**src/rtl/square_judge_ctrl.sv**
```systemverilog
// Sequencer and majority-vote filter behind the square-wave judge.
// Runs ROUND_NUM judge rounds per decision and publishes one filtered result.
module square_judge_ctrl #(
   parameter int          OUT_WIDTH  = 18,
   parameter int          CNT_WIDTH  = 32,
   parameter int          ROUND_NUM  = 4,
   parameter int          ROUND_W    = 3,
   parameter int          VOTE_TH    = 3,
   parameter int          GAP_CYCLES = 16,
   parameter logic [31:0] TIMEOUT    = 32'd8000
) (
   input  logic                 clk,
   input  logic                 rst,
   input  logic                 en,
   output logic                 judge_start,
   input  logic                 judge_dready,
   input  logic                 judge_is_square,
   input  logic [OUT_WIDTH-1:0] judge_min_edge_width,
   input  logic [OUT_WIDTH-1:0] judge_min_pp_width,
   output logic                 is_square,
   output logic [OUT_WIDTH-1:0] edge_width,
   output logic [OUT_WIDTH-1:0] pp_width,
   output logic                 result_valid,
   output logic                 timeout_err,
   output logic                 busy
);

   localparam logic [CNT_WIDTH-1:0] TO_LAST    = CNT_WIDTH'(TIMEOUT - 32'd1);
   localparam logic [CNT_WIDTH-1:0] GAP_LAST   = CNT_WIDTH'(GAP_CYCLES - 1);
   localparam logic [ROUND_W-1:0]   ROUND_LAST = ROUND_W'(ROUND_NUM - 1);
   localparam logic [ROUND_W-1:0]   VOTE_MIN   = ROUND_W'(VOTE_TH);

   typedef enum logic [2:0] {S_IDLE, S_START, S_WAIT, S_GAP, S_DONE} state_t;

   state_t               state_q, state_d;
   logic [ROUND_W-1:0]   round_cnt_q, round_cnt_d;
   logic [ROUND_W-1:0]   vote_cnt_q, vote_cnt_d;
   logic [CNT_WIDTH-1:0] wait_cnt_q, wait_cnt_d;
   logic [CNT_WIDTH-1:0] gap_cnt_q, gap_cnt_d;
   logic [OUT_WIDTH-1:0] min_ew_q, min_ew_d;
   logic [OUT_WIDTH-1:0] min_pp_q, min_pp_d;

   logic                 start_q, start_d;
   logic                 sq_q, sq_d;
   logic [OUT_WIDTH-1:0] ew_q, ew_d;
   logic [OUT_WIDTH-1:0] pp_q, pp_d;
   logic                 rv_q, rv_d;
   logic                 to_q, to_d;
   logic                 busy_q, busy_d;

   logic                 wait_expired;
   logic                 round_end;

   function automatic logic [OUT_WIDTH-1:0] umin(input logic [OUT_WIDTH-1:0] a,
                                                 input logic [OUT_WIDTH-1:0] b);
      return (b < a) ? b : a;
   endfunction

   assign wait_expired = (wait_cnt_q == TO_LAST);
   assign round_end    = (state_q == S_WAIT) && en && (judge_dready || wait_expired);

   always_ff @(posedge clk or posedge rst) begin
      if (rst) begin
         state_q     <= S_IDLE;
         round_cnt_q <= '0;
         vote_cnt_q  <= '0;
         wait_cnt_q  <= '0;
         gap_cnt_q   <= '0;
         min_ew_q    <= '1;
         min_pp_q    <= '1;
         start_q     <= 1'b0;
         sq_q        <= 1'b0;
         ew_q        <= '1;
         pp_q        <= '1;
         rv_q        <= 1'b0;
         to_q        <= 1'b0;
         busy_q      <= 1'b0;
      end else begin
         state_q     <= state_d;
         round_cnt_q <= round_cnt_d;
         vote_cnt_q  <= vote_cnt_d;
         wait_cnt_q  <= wait_cnt_d;
         gap_cnt_q   <= gap_cnt_d;
         min_ew_q    <= min_ew_d;
         min_pp_q    <= min_pp_d;
         start_q     <= start_d;
         sq_q        <= sq_d;
         ew_q        <= ew_d;
         pp_q        <= pp_d;
         rv_q        <= rv_d;
         to_q        <= to_d;
         busy_q      <= busy_d;
      end
   end

   // Dropping en in any active state other than DONE abandons the decision.
   always_comb begin
      state_d     = state_q;
      round_cnt_d = round_cnt_q;
      vote_cnt_d  = vote_cnt_q;
      wait_cnt_d  = wait_cnt_q;
      gap_cnt_d   = gap_cnt_q;
      min_ew_d    = min_ew_q;
      min_pp_d    = min_pp_q;
      case (state_q)
         S_IDLE: begin
            round_cnt_d = '0;
            vote_cnt_d  = '0;
            min_ew_d    = '1;
            min_pp_d    = '1;
            if (en) state_d = S_START;
         end
         S_START: begin
            wait_cnt_d = '0;
            state_d    = en ? S_WAIT : S_IDLE;
         end
         S_WAIT: begin
            if (!en) begin
               state_d = S_IDLE;
            end else begin
               wait_cnt_d = wait_cnt_q + 1'b1;
               if (judge_dready) begin
                  vote_cnt_d = vote_cnt_q + {{(ROUND_W-1){1'b0}}, judge_is_square};
                  if (judge_is_square) begin
                     min_ew_d = umin(min_ew_q, judge_min_edge_width);
                     min_pp_d = umin(min_pp_q, judge_min_pp_width);
                  end
               end
               if (round_end) begin
                  gap_cnt_d = '0;
                  if (round_cnt_q == ROUND_LAST) begin
                     state_d = S_DONE;
                  end else begin
                     round_cnt_d = round_cnt_q + 1'b1;
                     state_d     = S_GAP;
                  end
               end
            end
         end
         S_GAP: begin
            if (!en)                         state_d   = S_IDLE;
            else if (gap_cnt_q == GAP_LAST)  state_d   = S_START;
            else                             gap_cnt_d = gap_cnt_q + 1'b1;
         end
         S_DONE:  state_d = S_IDLE;
         default: state_d = S_IDLE;
      endcase
   end

   always_comb begin
      start_d = (state_q == S_START) && en;
      to_d    = (state_q == S_WAIT) && en && !judge_dready && wait_expired;
      rv_d    = (state_q == S_DONE);
      sq_d    = sq_q;
      ew_d    = ew_q;
      pp_d    = pp_q;
      if (state_q == S_DONE) begin
         sq_d = (vote_cnt_q >= VOTE_MIN);
         ew_d = min_ew_q;
         pp_d = min_pp_q;
      end
      busy_d = (state_d != S_IDLE);
   end

   assign judge_start  = start_q;
   assign is_square    = sq_q;
   assign edge_width   = ew_q;
   assign pp_width     = pp_q;
   assign result_valid = rv_q;
   assign timeout_err  = to_q;
   assign busy         = busy_q;

endmodule

```
**config.mk**
```make
export PLATFORM = sky130hd
export DESIGN_NAME = square_judge_ctrl
export DESIGN_NICKNAME = d
export VERILOG_FILES = /design/src/rtl/square_judge_ctrl.sv
export SDC_FILE = /design/constraint.sdc
export NUM_CORES = 1
export LEC_CHECK = 0
export CAP_MARGIN = 0
export CORE_ASPECT_RATIO = 1.4
export CORE_MARGIN = 2
export CORE_UTILIZATION = 45
export CTS_CLUSTER_DIAMETER = 120
export DETAILED_ROUTE_END_ITERATION = 16
export HOLD_SLACK_MARGIN = 0.08
export PLACE_DENSITY = 0.75
export SYNTH_ARGS = -nofsm -noshare
export SYNTH_HDL_FRONTEND = slang
export SYNTH_SLANG_ARGS = --single-unit
```
**constraint.sdc**
```tcl
create_clock -name clk -period 9.74 [get_ports clk]
set_input_delay 1.461 -clock clk [delete_from_list [all_inputs] [get_ports clk]]
set_output_delay 1.461 -clock clk [all_outputs]
set_load 0.005 [all_outputs]
```
Yosys cells after proc, flatten, opt, wreduce, memory -nomap -nowiden
Cells that the tools add are included.
{"block": "op_classes", "addsub": 4, "order_cmp": 3, "n_eq_ne": 16, "muxes": 32, "n_reduce_logical": 18}
{"operator": "$mux 32", "n": 5}
{"operator": "$mux 18", "n": 8}
{"operator": "$pmux 32 s2", "n": 2}
{"operator": "$pmux 18 s2", "n": 2}
{"operator": "$add 32x1->32 const B", "n": 2}
{"operator": "$lt 18x18->1", "n": 2}
{"operator": "$mux 3", "n": 11}
{"operator": "$eq 32x13->1 const B", "n": 1}
{"operator": "$eq 32x4->1 const B", "n": 1}
{"operator": "$reduce_and 5->1", "n": 3}
{"operator": "$ne 2x2->1 const B", "n": 7}
{"operator": "$pmux 3 s2", "n": 2}
{"operator": "$pmux 3 s4", "n": 1}
{"operator": "$eq 3x2->1 const B", "n": 3}
{"operator": "$reduce_bool 2->1", "n": 3}
{"operator": "$logic_and 1x1->1", "n": 5}
{"operator": "$ne 2x1->1 const B", "n": 2}
{"operator": "$reduce_and 4->1", "n": 1}
{"operator": "$add 3x1->3", "n": 1}
{"operator": "$add 3x1->3 const B", "n": 1}
{"operator": "$eq 3x1->1 const B", "n": 1}
{"operator": "$eq 3x3->1 const B", "n": 1}
{"operator": "$ge 3x2->1 const B", "n": 1}
{"operator": "$logic_not 3->1", "n": 1}
{"operator": "6 further kinds", "n": 6}
{"block": "word_totals", "regBits": 150, "inputBits": 41, "out_inout_bits": 41, "elab_cells": 87}

Longest topological paths before layout
Gate-level depths: netlist (run 1).
{"block": "depth", "ltp_word": 7, "mapped_depth": 10, "ltp_nobuf": 8}

Worst setup path before layout (run 1)
No wires, ideal clock.
{"block": "synth_timing", "path_type": "input to register", "from": "input judge_min_pp_width[7]", "to": "register min_pp_q[0]", "setup_ns": 0.080, "t_arrival_ns": 3.169, "required_ns": 9.660, "path_slack_ns": 6.492, "stages": 9, "n_path_buf": 2, "path_cell_list": "ha_1 -> a211oi_1 -> o22ai_1 -> nor3_1 -> a21boi_0 -> or3_1 -> clkbuf_1 -> buf_2 -> o22a_1"}
{"block": "synth_between", "elab_chain_len": 3}
{"element": "start: declaration", "line_no": "19", "source": "input logic [OUT_WIDTH-1:0] judge_min_pp_width,"}
{"element": "$lt 18x18->1", "line_no": "56", "source": "return (b < a) ? b : a;"}
{"element": "$ne 2x1->1 (no source line)"}
{"element": "$reduce_and 5->1 (no source line)"}
{"element": "end signal: assignment", "line_no": "85", "source": "min_pp_q <= min_pp_d;"}
{"element": "end: declaration", "line_no": "41", "source": "logic [OUT_WIDTH-1:0] min_pp_q, min_pp_d;"}
No other way between the ends.
A chain may end at the register's enable or synchronous reset.

Worst setup path after layout (run 1)
{"block": "layout_timing", "from": "input judge_min_pp_width[7]", "to": "register min_pp_q[2]"}
Same word-level chain as after synthesis.

==> results of run 1 <==
worst max-delay path by stage:
stage / endpoint / slack (ns) / depth (start not counted)
after floorplan: busy$_DFF_PP0_ / 4.36 / 1
final: min_pp_q[2]$_DFFE_PP1P_ / 6.20 / 8
after global placement: min_pp_q[2]$_DFFE_PP1P_ / 5.84 / 8
after detailed placement: min_pp_q[2]$_DFFE_PP1P_ / 5.76 / 8
after global routing: min_pp_q[7]$_DFFE_PP1P_ / 6.01 / 8
after CTS: min_pp_q[2]$_DFFE_PP1P_ / 6.19 / 8
power by group through the flow:
stage	Sequential, mW	Clock [mW]	Combinational [mW]
2_1_floorplan	0.715	0	0.201
3_3_place_gp	0.733	0	0.258
3_5_place_dp	0.734	0	0.264
4_1_cts	0.724	0.648	0.268
5_1_grt	0.732	0.677	0.301
6_report	0.725	0.634	0.264
through the flow:
stage	cell area (µm²)	hold WS [ns]	util
6_report	9164	0.4932	0.5495
4_1_cts	9164	0.4912	0.5495
2_1_floorplan	7599	0.4561	-
3_3_place_gp	8589	0.4739	0.5151
3_5_place_dp	8589	0.4777	0.5151
5_1_grt	9164	0.5190	0.5495
critical path: stages:
cell,delay [ns]
clkdlybuf4s50_1,0.44
ha_1,0.32
a211oi_1,0.22
o22ai_1,0.12
nor3_1,0.15
a21boi_0,0.20
or3_1,0.68
o22a_1,0.29
final cells by class:
cell class,count,area [µm²],area share
clock buffers,19,454.2,0.04956
clock inverters,13,120.1,0.01311
inverters,48,185.2,0.02021
multi-input cells,480,3458,0.3774
flip-flops and latches,150,3844,0.4194
well taps,203,254.0,0.02772
repair buffers,86,848.3,0.09257
state kept, by name, indices dropped and copies added (netlist names), 3 cells and up:
name / flops
state_q: 3
edge_width: 18
vote_cnt_q: 3
pp_width: 18
min_pp_q: 18
min_ew_q: 18
wait_cnt_q: 32
round_cnt_q: 3
gap_cnt_q: 32
cells by family after synthesis:
family	count (synthesis)	share of synthesized area
and+or+nand+nor	242	0.1683
DFF	150	0.5058
AOI/OAI and AO/OA	105	0.1006
buffers and inverters	71	0.04001
xor gates and xnor gates	56	0.06455
adders and majority gates	40	0.06587
muxes	37	0.05483
per-layer routing:
metal,global-route usage,vias up
li1,-,2651
met1,0.2231,2722
met2,0.3216,121
met3,0.04135,31
met4,0.07085,0
met5,0,-
cells in the final DEF (no fill, tap or decap), types with 3 or more instances in the layout:
cell	Yosys	layout
clkdlybuf4s50_1	0	81
dfrtp_1	78	78
nor2_1	78	77
dfstp_2	72	72
inv_1	48	47
ha_1	40	40
mux2_2	37	37
xor2_1	36	36
o22a_1	35	35
nand2_1	34	34
nand3_1	32	32
nand4_1	22	22
xnor2_1	20	20
o21ai_0	20	20
a21oi_1	18	18
clkbuf_16	0	18
nor3_1	15	15
nor4_1	13	13
and4_1	7	7
or3_1	6	6
buf_4	1	5
and3_1	4	4
o211ai_1	4	4
inv_6	0	4
nand2b_1	3	3
nor4_2	3	3
or4_1	3	3
nor2b_1	3	3
a211oi_1	3	3
o22ai_1	3	3
a21o_1	3	3
a211o_1	3	3
clkinv_4	0	3
==> summary.md, run 1 <==
| Metric | Value |
|---|---|
| Vias | 5,525 |
| Ant. Diodes | 0 |
| Setup tns final | 0 ns |
| Switching share of power | 0.2901 |
| Hold WC Path Type | flop to flop |
| Post-CTS setup buffer count | 0 |
| Die height | 157.8 µm |
| Post-synthesis sequential area ratio | 0.5058 |
| CTS resizes | 0 |
| Share of post-route cells with drive strength above 1 | 0.2060 |
| Dominant cell type by area after synthesis | dfrtp_1 |
| FF-to-FF path depth | 8 |
| Setup slack after layout | 6.198 ns |
| I/O pin count | 82 |
| Syn-to-layout area delta | 20.60% |
| TritonCTS clock tree | done |
| CTS Hold Bufs | 0 |
| Clk_lat worst skew | 0.42 ns |
| Tot Pwr | 1.623 mW |
| Root buf cell | clkbuf_16 |
| Reg2reg start | min_pp_q[7]$_DFFE_PP1P_ |
| Clock power frac | 0.391 |
| Final setup fails | 0 |
| Largest net degree at the start of global routing | 80 |
| Hold path startpoint | round_cnt_q[2]$_DFFE_PP0P_ |
| Initial DRC count | 184 |
| Actual slew at the worst max-slew pin | 0.9688 ns |
| Vias per cell | 5.531 |
| YS warnings | 0 |
| WP data required | 10.08 ns |
| Vias in the first global route | 5,713 |
| Period utilization | 0.3637 |
| Arr. time, crit path | 3.89 ns |
| CP startpoint kind | input pin |
| Hold path endpoint | round_cnt_q[2]$_DFFE_PP0P_ |
| Met3 WL post-DR | 532 µm |
| Max_slew headroom | 0.3492 |
| Max Root-Sink Buffers | 2 |
| Max-slew violations | 0 |
| Fill count | 1,447 |
| Seq pwr share | 0.447 |
| Worst VDD drop | 0.1064 mV |
| Final setup skew | 0.005934 ns |
| Maxcap violations | 0 |
| Worst Path Class, Setup | input pin to flop |
| Leakage | 4.141 nW |
| Async SR Flop Fraction | 1.000 |
| Die area | 17,960 µm² |
| Core ar. | 16,680 µm² |
| Crit path from | judge_min_pp_width[7] |
| Detailed Route WL | 15,450 µm |
| Share of power burned in combinational logic | 0.163 |
| Placed cell count | 967 |
| Internal Power | 1.152 mW |
| Status | complete, no violations |
| GRT Residual Overflow | 0 |
| Post-synthesis cell type count | 63 |
| Top Metal Used | met4 |
| Setup crit end kind | flop |
| First-pass GRT wire length | 26,870 µm |
| TritonCTS Buffers | 17 |
| H-tree Lvls | 4 |
| PD cells | 177.1 nW/µm² |
| Clock sinks | 150 |
| Maximum clock frequency | 282.3 MHz |
| GRT Total Usage | 0.1847 |
| Wire length per cell | 15.47 µm |
| First drt pass iteration count | 4 |
| Final cell count without fillers | 999 |
| Drc violations | 0 |
| Die X | 113.8 µm |
| NetSw | 470.8 µW |
| Worst slack at placement | 5.760 ns |
| Period minus WS final | 3.542 ns |
| Post-route ant nets | 0 |
| Fin nets | 864 |
| Critical path peak fanout | 17 |
| Reg2Reg Setup Slack | 7.15 ns |
| Ys flop type | dfrtp_1 |
| Port bufs | 81 |
| Routability congestion estimate | 0.8026 |
| Initial antenna violation count | 0 |
| Row cnt | 56 |
| Hold path cells | 1 |
| Crit Reg-Reg Endpoint | min_pp_q[2]$_DFFE_PP1P_ |
| Syn Std Cell Area | 7599 µm² |
| Top cells by count, synth | dfrtp_1, nor2_1, dfstp_2 |
| Fin. Hold Viols | 0 |
| Initial cell density of the core | 0.4557 |
| Unrepaired setup endpoints after global routing | no |
| Dpl hpwl | 10,480 µm |
| Syn Nets | 782 |
| Wire length on met2 | 7953 µm |
| Count of flip-flops with a built-in enable after synthesis | 0 |
| Met1 Wirelength | 6599 µm |
| Syn Area/Cell | 10.84 µm² |
| Synth top area share | 0.2569 |
| Top cells by area, synth | dfrtp_1, dfstp_2, ha_1 |
| Gate Count Post-Synth | 701 |
| Post-synthesis register bit count | 150 |
| Clock transition at the registers of the reported paths | 0.06 ns |
No activity file was read; power rests on OpenSTA's default activity.
==> run 2, diff against run 1 <==
- clock period: 9.74 -> 3.5 ns (I/O delays scaled with it)
==> run 2 against run 1 <==
First-iteration DRC count rose by 31%. Worst setup slack worse by 5.3 ns. Hold slack gained 0.00086 ns. Clock skew grew 0.0064 ns. Via count fell by 0.69%. Power grew to 2.8 times the previous value. Sequential share of layout area fell by 0.46 points. Utilization increased by 0.61 points. Combinational power rose to 2.8 times the previous value.
==> summary.md, run 2 (synthesis results as in run 1) <==
| Metric | Value |
|---|---|
| Initial cell density of the core | 0.4557 (unchanged) |
| NetSw | 1.310 mW (+180%) |
| Hold_ws | 0.4941 ns (+0.0008620 ns) |
| Syn-to-layout area delta | 21.93% |
| CTS resizes | 0 (unchanged) |
| Arr. time, crit path | 2.90 ns (-0.99 ns) |
| Worst path slowest cell | or3_1 |
| Die height | 157.8 µm (unchanged) |
| CP startpoint kind | input pin |
| Share of post-route cells with drive strength above 1 | 0.2139 (+0.007900) |
| Post-CTS setup buffer count | 0 (unchanged) |
| Initial antenna violation count | 0 (unchanged) |
| Final cell count without fillers | 1,007 (+0.80%) |
| Tot Pwr | 4.579 mW (+180%) |
| Switching share of power | 0.2860 (-0.004124) |
| Worst VDD drop | 0.3465 mV (+230%) |
| PD cells | 494.3 nW/µm² (+180%) |
| Top Registers | gap_cnt_q x32, wait_cnt_q x32 |
| Root buf cell | clkbuf_16 |
| Clock power frac | 0.397 (+0.006) |
| Clock sinks | 150 (unchanged) |
| Initial DRC count | 241 (+31%) |
| Final setup fails | 0 (unchanged) |
| Share of power burned in combinational logic | 0.162 (about the same) |
| TritonCTS Buffers | 17 (unchanged) |
| Vias per cell | 5.449 (-1.5%) |
| Critical path peak fanout | 17 (unchanged) |
| Fin. Hold Viols | 0 (unchanged) |
| Most common cell after layout, fill and taps aside | clkdlybuf4s50_1 |
| Placed cell count | 976 (+0.93%) |
| Worst path max stage delay | 0.68 ns (about the same) |
| CTS Hold Bufs | 0 (unchanged) |
| Dpl hpwl | 10,930 µm (+4.3%) |
| Max-slew violations | 0 (unchanged) |
| Wire length per cell | 15.26 µm (-1.4%) |
| Period minus WS final | 2.565 ns |
| Max_slew headroom | 0.3805 (+0.03136) |
| Worst Path Class, Setup | input pin to flop |
| Post-route ant nets | 0 (unchanged) |
| Drc violations | 0 (unchanged) |
| Critical-path cell list | clkdlybuf4s50_1, ha_1, a211oi_1, o22ai_1, nor3_1, a21boi_0, or3_1, o22a_1 |
| Largest net degree at the start of global routing | 48 (-40%) |
| Unrepaired setup endpoints after global routing | no |
| Die X | 113.8 µm (unchanged) |
| Internal Power | 3.270 mW (+180%) |
| End of the critical path | min_pp_q[0]$_DFFE_PP1P_ |
| Hold WC Path Type | flop to flop |
| Clock transition at the registers of the reported paths | 0.06 ns (about the same) |
| TritonCTS clock tree | done |
| First-pass GRT wire length | 26,300 µm (-2.1%) |
| Seq pwr share | 0.441 (-0.006) |
| Most frequent cells in the layout | clkdlybuf4s50_1, dfrtp_1, nor2_1, dfstp_2, inv_1 |
| Row cnt | 56 (unchanged) |
| Maxcap violations | 0 (unchanged) |
| Fin nets | 873 (+1.0%) |
| Reg2Reg Setup Slack | 0.94 ns (-6.21 ns) |
| Ant. Diodes | 0 (unchanged) |
| First drt pass iteration count | 4 (unchanged) |
| Detailed Route WL | 15,370 µm (-0.58%) |
| Leakage | 4.198 nW (+1.4%) |
| Maximum clock frequency | 389.9 MHz |
| Clk_lat worst skew | 0.42 ns (about the same) |
| Period utilization | 0.7328 |
| Setup crit end kind | flop |
| Final setup skew | 0.01232 ns (+0.006390 ns) |
| Setup tns final | 0 ns (unchanged) |
| Port bufs | 81 (unchanged) |
| Core ar. | 16,680 µm² (unchanged) |
| Crit Reg-Reg Endpoint | min_pp_q[0]$_DFFE_PP1P_ |
| GRT Total Usage | 0.1807 (-0.004074) |
| FF-to-FF path depth | 7 (-1) |
| Final core occ | 0.5556 (+0.006077) |
| Vias | 5,487 (-0.69%) |
| H-tree Lvls | 4 (unchanged) |
| Die area | 17,960 µm² (unchanged) |
| Max Root-Sink Buffers | 2 (unchanged) |
| Routability congestion estimate | 0.8467 (+5.5%) |
| GRT Residual Overflow | 0 (unchanged) |
| Actual slew at the worst max-slew pin | 0.9221 ns (-0.04668 ns) |
| Reg2reg start | min_pp_q[13]$_DFFE_PP1P_ |
| I/O pin count | 82 (unchanged) |
| Crit path from | judge_min_pp_width[7] |
| Status | complete, no violations |
| Vias in the first global route | 5,622 (-1.6%) |
| WP data required | 3.84 ns (-6.24 ns) |
run 2: changes by cell type in the layout (fill, tap and decap cells not counted):
cell	before	now
clkinv_2	2	0
buf_4	5	12
clkinv_4	3	1
clkbuf_8	0	1
inv_4	2	3
clkbuf_16	18	17
buf_12	0	2
bufinv_16	1	2
inv_8	0	1
run 2: how the worst min path moves through the flow:
stage	from	end	slack, ns	depth (start not counted)
after floorplan	round_cnt_q[2]$_DFFE_PP0P_	round_cnt_q[2]$_DFFE_PP0P_	0.46	1
after global placement	round_cnt_q[2]$_DFFE_PP0P_	round_cnt_q[2]$_DFFE_PP0P_	0.47	1
after detailed placement	round_cnt_q[2]$_DFFE_PP0P_	round_cnt_q[2]$_DFFE_PP0P_	0.48	1
after CTS	round_cnt_q[2]$_DFFE_PP0P_	round_cnt_q[2]$_DFFE_PP0P_	0.50	1
after global routing	round_cnt_q[1]$_DFFE_PP0P_	round_cnt_q[1]$_DFFE_PP0P_	0.54	1
final	round_cnt_q[2]$_DFFE_PP0P_	round_cnt_q[2]$_DFFE_PP0P_	0.49	1
run 2: metrics by stage:
step                      setup slack (ns)  area [µm²]
final                               0.9353        9265
after global placement              0.5317        8681
after detailed placement            0.4875        8681
after floorplan                      1.145        7602
after CTS                           0.9093        9265
after global routing                0.7451        9265
run 2: power by group through the flow:
stage	clock network (mW)	registers [mW]	logic (mW)
after detailed placement	0	2.05	0.744
final	1.82	2.02	0.742
after CTS	1.86	2.02	0.751
after global placement	0	2.04	0.728
after global routing	1.93	2.04	0.842
after floorplan	0	1.99	0.560
run 2: metal layers:
| layer | GRT usage | up-vias | part of all wire | wire length (µm) |
|---|---|---|---|---|
| met3 | 0.03292 | 15 | 0.028 | 434 |
| li1 | - | 2680 | - | - |
| met4 | 0.06156 | 0 | 0.015 | 233 |
| met1 | 0.2227 | 2708 | 0.44 | 6803 |
| met5 | 0 | - | 0 | 0 |
| met2 | 0.3188 | 84 | 0.51 | 7893 |
run 2: worst max-delay path: cells and delay by family:
kind            cells  cell delay [ns]
compound gates      4             0.82
buf+inv             1             0.43
fa+ha+maj           1             0.32
simple gates        2             0.80
run 2: layout make-up:
type                       instances  area, µm²
inverter                          48      183.9
clock inverter                    12      141.4
fill                            1422       7411
timing repair buffer              95      940.9
tap                              203      254.0
multi-input combinational        480       3458
clock buffer                      19      442.9
sequential                       150       3844
==> variant: new RTL, flow settings as in run 1 <==
Re-encode `state_t` (5 states) as one-hot, 5 bits wide.
--- a/src/rtl/square_judge_ctrl.sv
+++ b/src/rtl/square_judge_ctrl.sv
@@ -30,7 +30,7 @@
    localparam logic [ROUND_W-1:0]   ROUND_LAST = ROUND_W'(ROUND_NUM - 1);
    localparam logic [ROUND_W-1:0]   VOTE_MIN   = ROUND_W'(VOTE_TH);
 
-   typedef enum logic [2:0] {S_IDLE, S_START, S_WAIT, S_GAP, S_DONE} state_t;
+   typedef enum logic [4:0] {S_IDLE = 5'b00001, S_START = 5'b00010, S_WAIT = 5'b00100, S_GAP = 5'b01000, S_DONE = 5'b10000} state_t;
 
    state_t               state_q, state_d;
    logic [ROUND_W-1:0]   round_cnt_q, round_cnt_d;
Behaviour: same outputs for any inputs over 10 cycles, from zero or initial values and one cycle with rst high; not proved beyond that.
==> variant against run 1 <==
Routed wire length grew 11%. Clock skew rose by 0.00071 ns. First-iteration DRC count grew 97%. Synthesized area is 2.8% higher. Power shrank 5.2%. Fmax shrank 13%. Critical path depth fell by 1. Worst hold slack got worse by 0.018 ns. Setup slack worse by 0.55 ns. Sequential cell count rose by 2. Global-route usage is 1.1 points higher. Final area grew 2.2%.
==> variant: results (changes against run 1) <==
\begin{tabular}{lr}
\hline
Metric & Value \\
\hline
\multicolumn{2}{l}{\textbf{Placement}} \\
Hpwl dp & 11.5 mm (+9.9\%) \\
Final estimated routing congestion in global placement & 0.871 (+8.6\%) \\
Placed Area & 8770 sq um (+2.1\%) \\
Setup slack after placement & 5.26 ns (-0.504 ns) \\
\multicolumn{2}{l}{\textbf{Setup path}} \\
Critical path startpoint & en \\
Reg2reg start & state\_q[1] \\
CP arrival & 4.44 ns (+0.55 ns) \\
FF-to-FF setup slack & 6.63 ns (-0.52 ns) \\
Worst r2r path cells & 6 (-2) \\
Termination of the worst setup path & min\_pp\_q[10] \\
Slowest library cell on the worst path & sky130\_fd\_sc\_hd\_\_o21a\_1 \\
Max FO, Critical Path & 18 (+1) \\
\multicolumn{2}{l}{\textbf{Global route}} \\
Number of global-route vias before repair & 5999 (+5.0\%) \\
Total Routing Usage GR & 19.6\% (+1.1 points) \\
Wire length of the first global-routing pass & 29.1 mm (+8.1\%) \\
Pin count of the biggest net entering global routing & 100 (+25\%) \\
\multicolumn{2}{l}{\textbf{Synth}} \\
Post-Syn Nets & 870 (+11\%) \\
Most common library cells after synthesis & 98 x sky130\_fd\_sc\_hd\_\_nor2\_1, 84 x sky130\_fd\_sc\_hd\_\_nand2\_1, 79 x sky130\_fd\_sc\_hd\_\_dfrtp\_1, 73 x sky130\_fd\_sc\_hd\_\_dfstp\_2, 62 x sky130\_fd\_sc\_hd\_\_o21ai\_0 \\
Fraction of the yosys area taken by sequential cells & 49.8\% (-0.74 points) \\
Most area-consuming cells after synthesis & sky130\_fd\_sc\_hd\_\_dfrtp\_1 25\%, sky130\_fd\_sc\_hd\_\_dfstp\_2 25\%, sky130\_fd\_sc\_hd\_\_ha\_1 6.4\% \\
Cell variety after synth & 59 (-6.3\%) \\
\multicolumn{2}{l}{\textbf{Power and ir drop}} \\
Worst voltage drop across the vdd grid & 0.107 mV (+0.30\%) \\
P\_leak & 0.00421 uW (+1.8\%) \\
\multicolumn{2}{l}{\textbf{STA}} \\
Fin Clk Skew & 0.00664 ns (+0.000709 ns) \\
Final hold slack & 0.476 ns (-0.0177 ns) \\
Headroom to the max-slew limit & 25.9\% (-9.0 points) \\
\# setup viols final & 0 (unchanged) \\
Final sum of negative setup slack & 0 ns (unchanged) \\
Post-route worst setup slack & 5.65 ns (-0.551 ns) \\
\multicolumn{2}{l}{\textbf{Drt}} \\
First DRT Iteration DRCs & 362 (+97\%) \\
Routed wirelength normalized by instance count & 15.5 um (about the same) \\
DRC viols & 0 (unchanged) \\
Ratio of routed vias to standard cells & 5.38 (-2.6\%) \\
\multicolumn{2}{l}{\textbf{Finish}} \\
Fraction of layout instances using a drive strength above 1 & 13.8\% (-6.8 points) \\
\multicolumn{2}{l}{\textbf{Outcome}} \\
Run status & finished, final reports clean \\
\hline
\end{tabular}
[variant: cell types whose count changed in the layout (fill, tap and decap cells not counted), moves of 21 or more]
cell                             run 1  this run
sky130_fd_sc_hd__nand2_1            34        84
sky130_fd_sc_hd__mux2_2             37         3
sky130_fd_sc_hd__o21ai_0            20        62
sky130_fd_sc_hd__nor2_1             77        98
sky130_fd_sc_hd__mux2i_1             0        25
sky130_fd_sc_hd__o22a_1             35         0
[variant: where the power goes]
group | internal [uW] | switching, uW | total [uW]
Combinational | 71.5 | 121 | 192
Clock | 421 | 253 | 673
Sequential | 652 | 21.1 | 673
[variant: layout make-up]
cell class              instances  area [sq um]
clock buffers                  23           478
clock inverters                 9           123
fillers                      1523          7820
inverters                      48           185
multi-input cells             555          3560
flip-flops and latches        152          3890
well taps                     236           295
repair buffers                 84           833
[variant: through the flow]
step / power, uW / cells
floorplan: 819 / 789
global placement: 873 / 1075
detailed placement: 875 / 1075
CTS: 1550 / 1107
global route: 1590 / 1107
finish: 1540 / 1107
[variant: worst min path at each step]
stage               cells past startpoint           start              to
floorplan                               1  wait_cnt_q[31]  wait_cnt_q[31]
global placement                        1  wait_cnt_q[31]  wait_cnt_q[31]
detailed placement                      1  wait_cnt_q[31]  wait_cnt_q[31]
CTS                                     1  wait_cnt_q[31]  wait_cnt_q[31]
global route                            2  edge_width[16]  edge_width[16]
finish                                  2   edge_width[8]   edge_width[8]
[variant: critical path: cells and delay by family]
kind,cells,cell delay (ns)
buf+inv,1,0.52
mux,1,0.29
simple gates,3,1.14
compound gates,2,1.01
[variant: logic make-up (layout without fill, tap and decap cells)]
group                    Yosys count  in the layout  synth area share (%)
flip-flops                       152            152                  49.8
buffers and inverters             82            164                  4.63
AO/OA/AOI/OAI                    134            134                  11.2
adder cells (fa/ha/maj)           40             40                  6.41
multiplexers                      28             28                  3.63
AND/OR/NAND/NOR                  314            314                  19.9
XOR/XNOR                          39             39                  4.37
[variant: layer usage]
metal	global-route usage, %	wire [um]	vias to the layer above
li1	-	-	2910
met1	24.3	7320	2906
met2	33.5	8850	115
met3	3.57	548	30
met4	7.50	388	0
met5	0	0	-
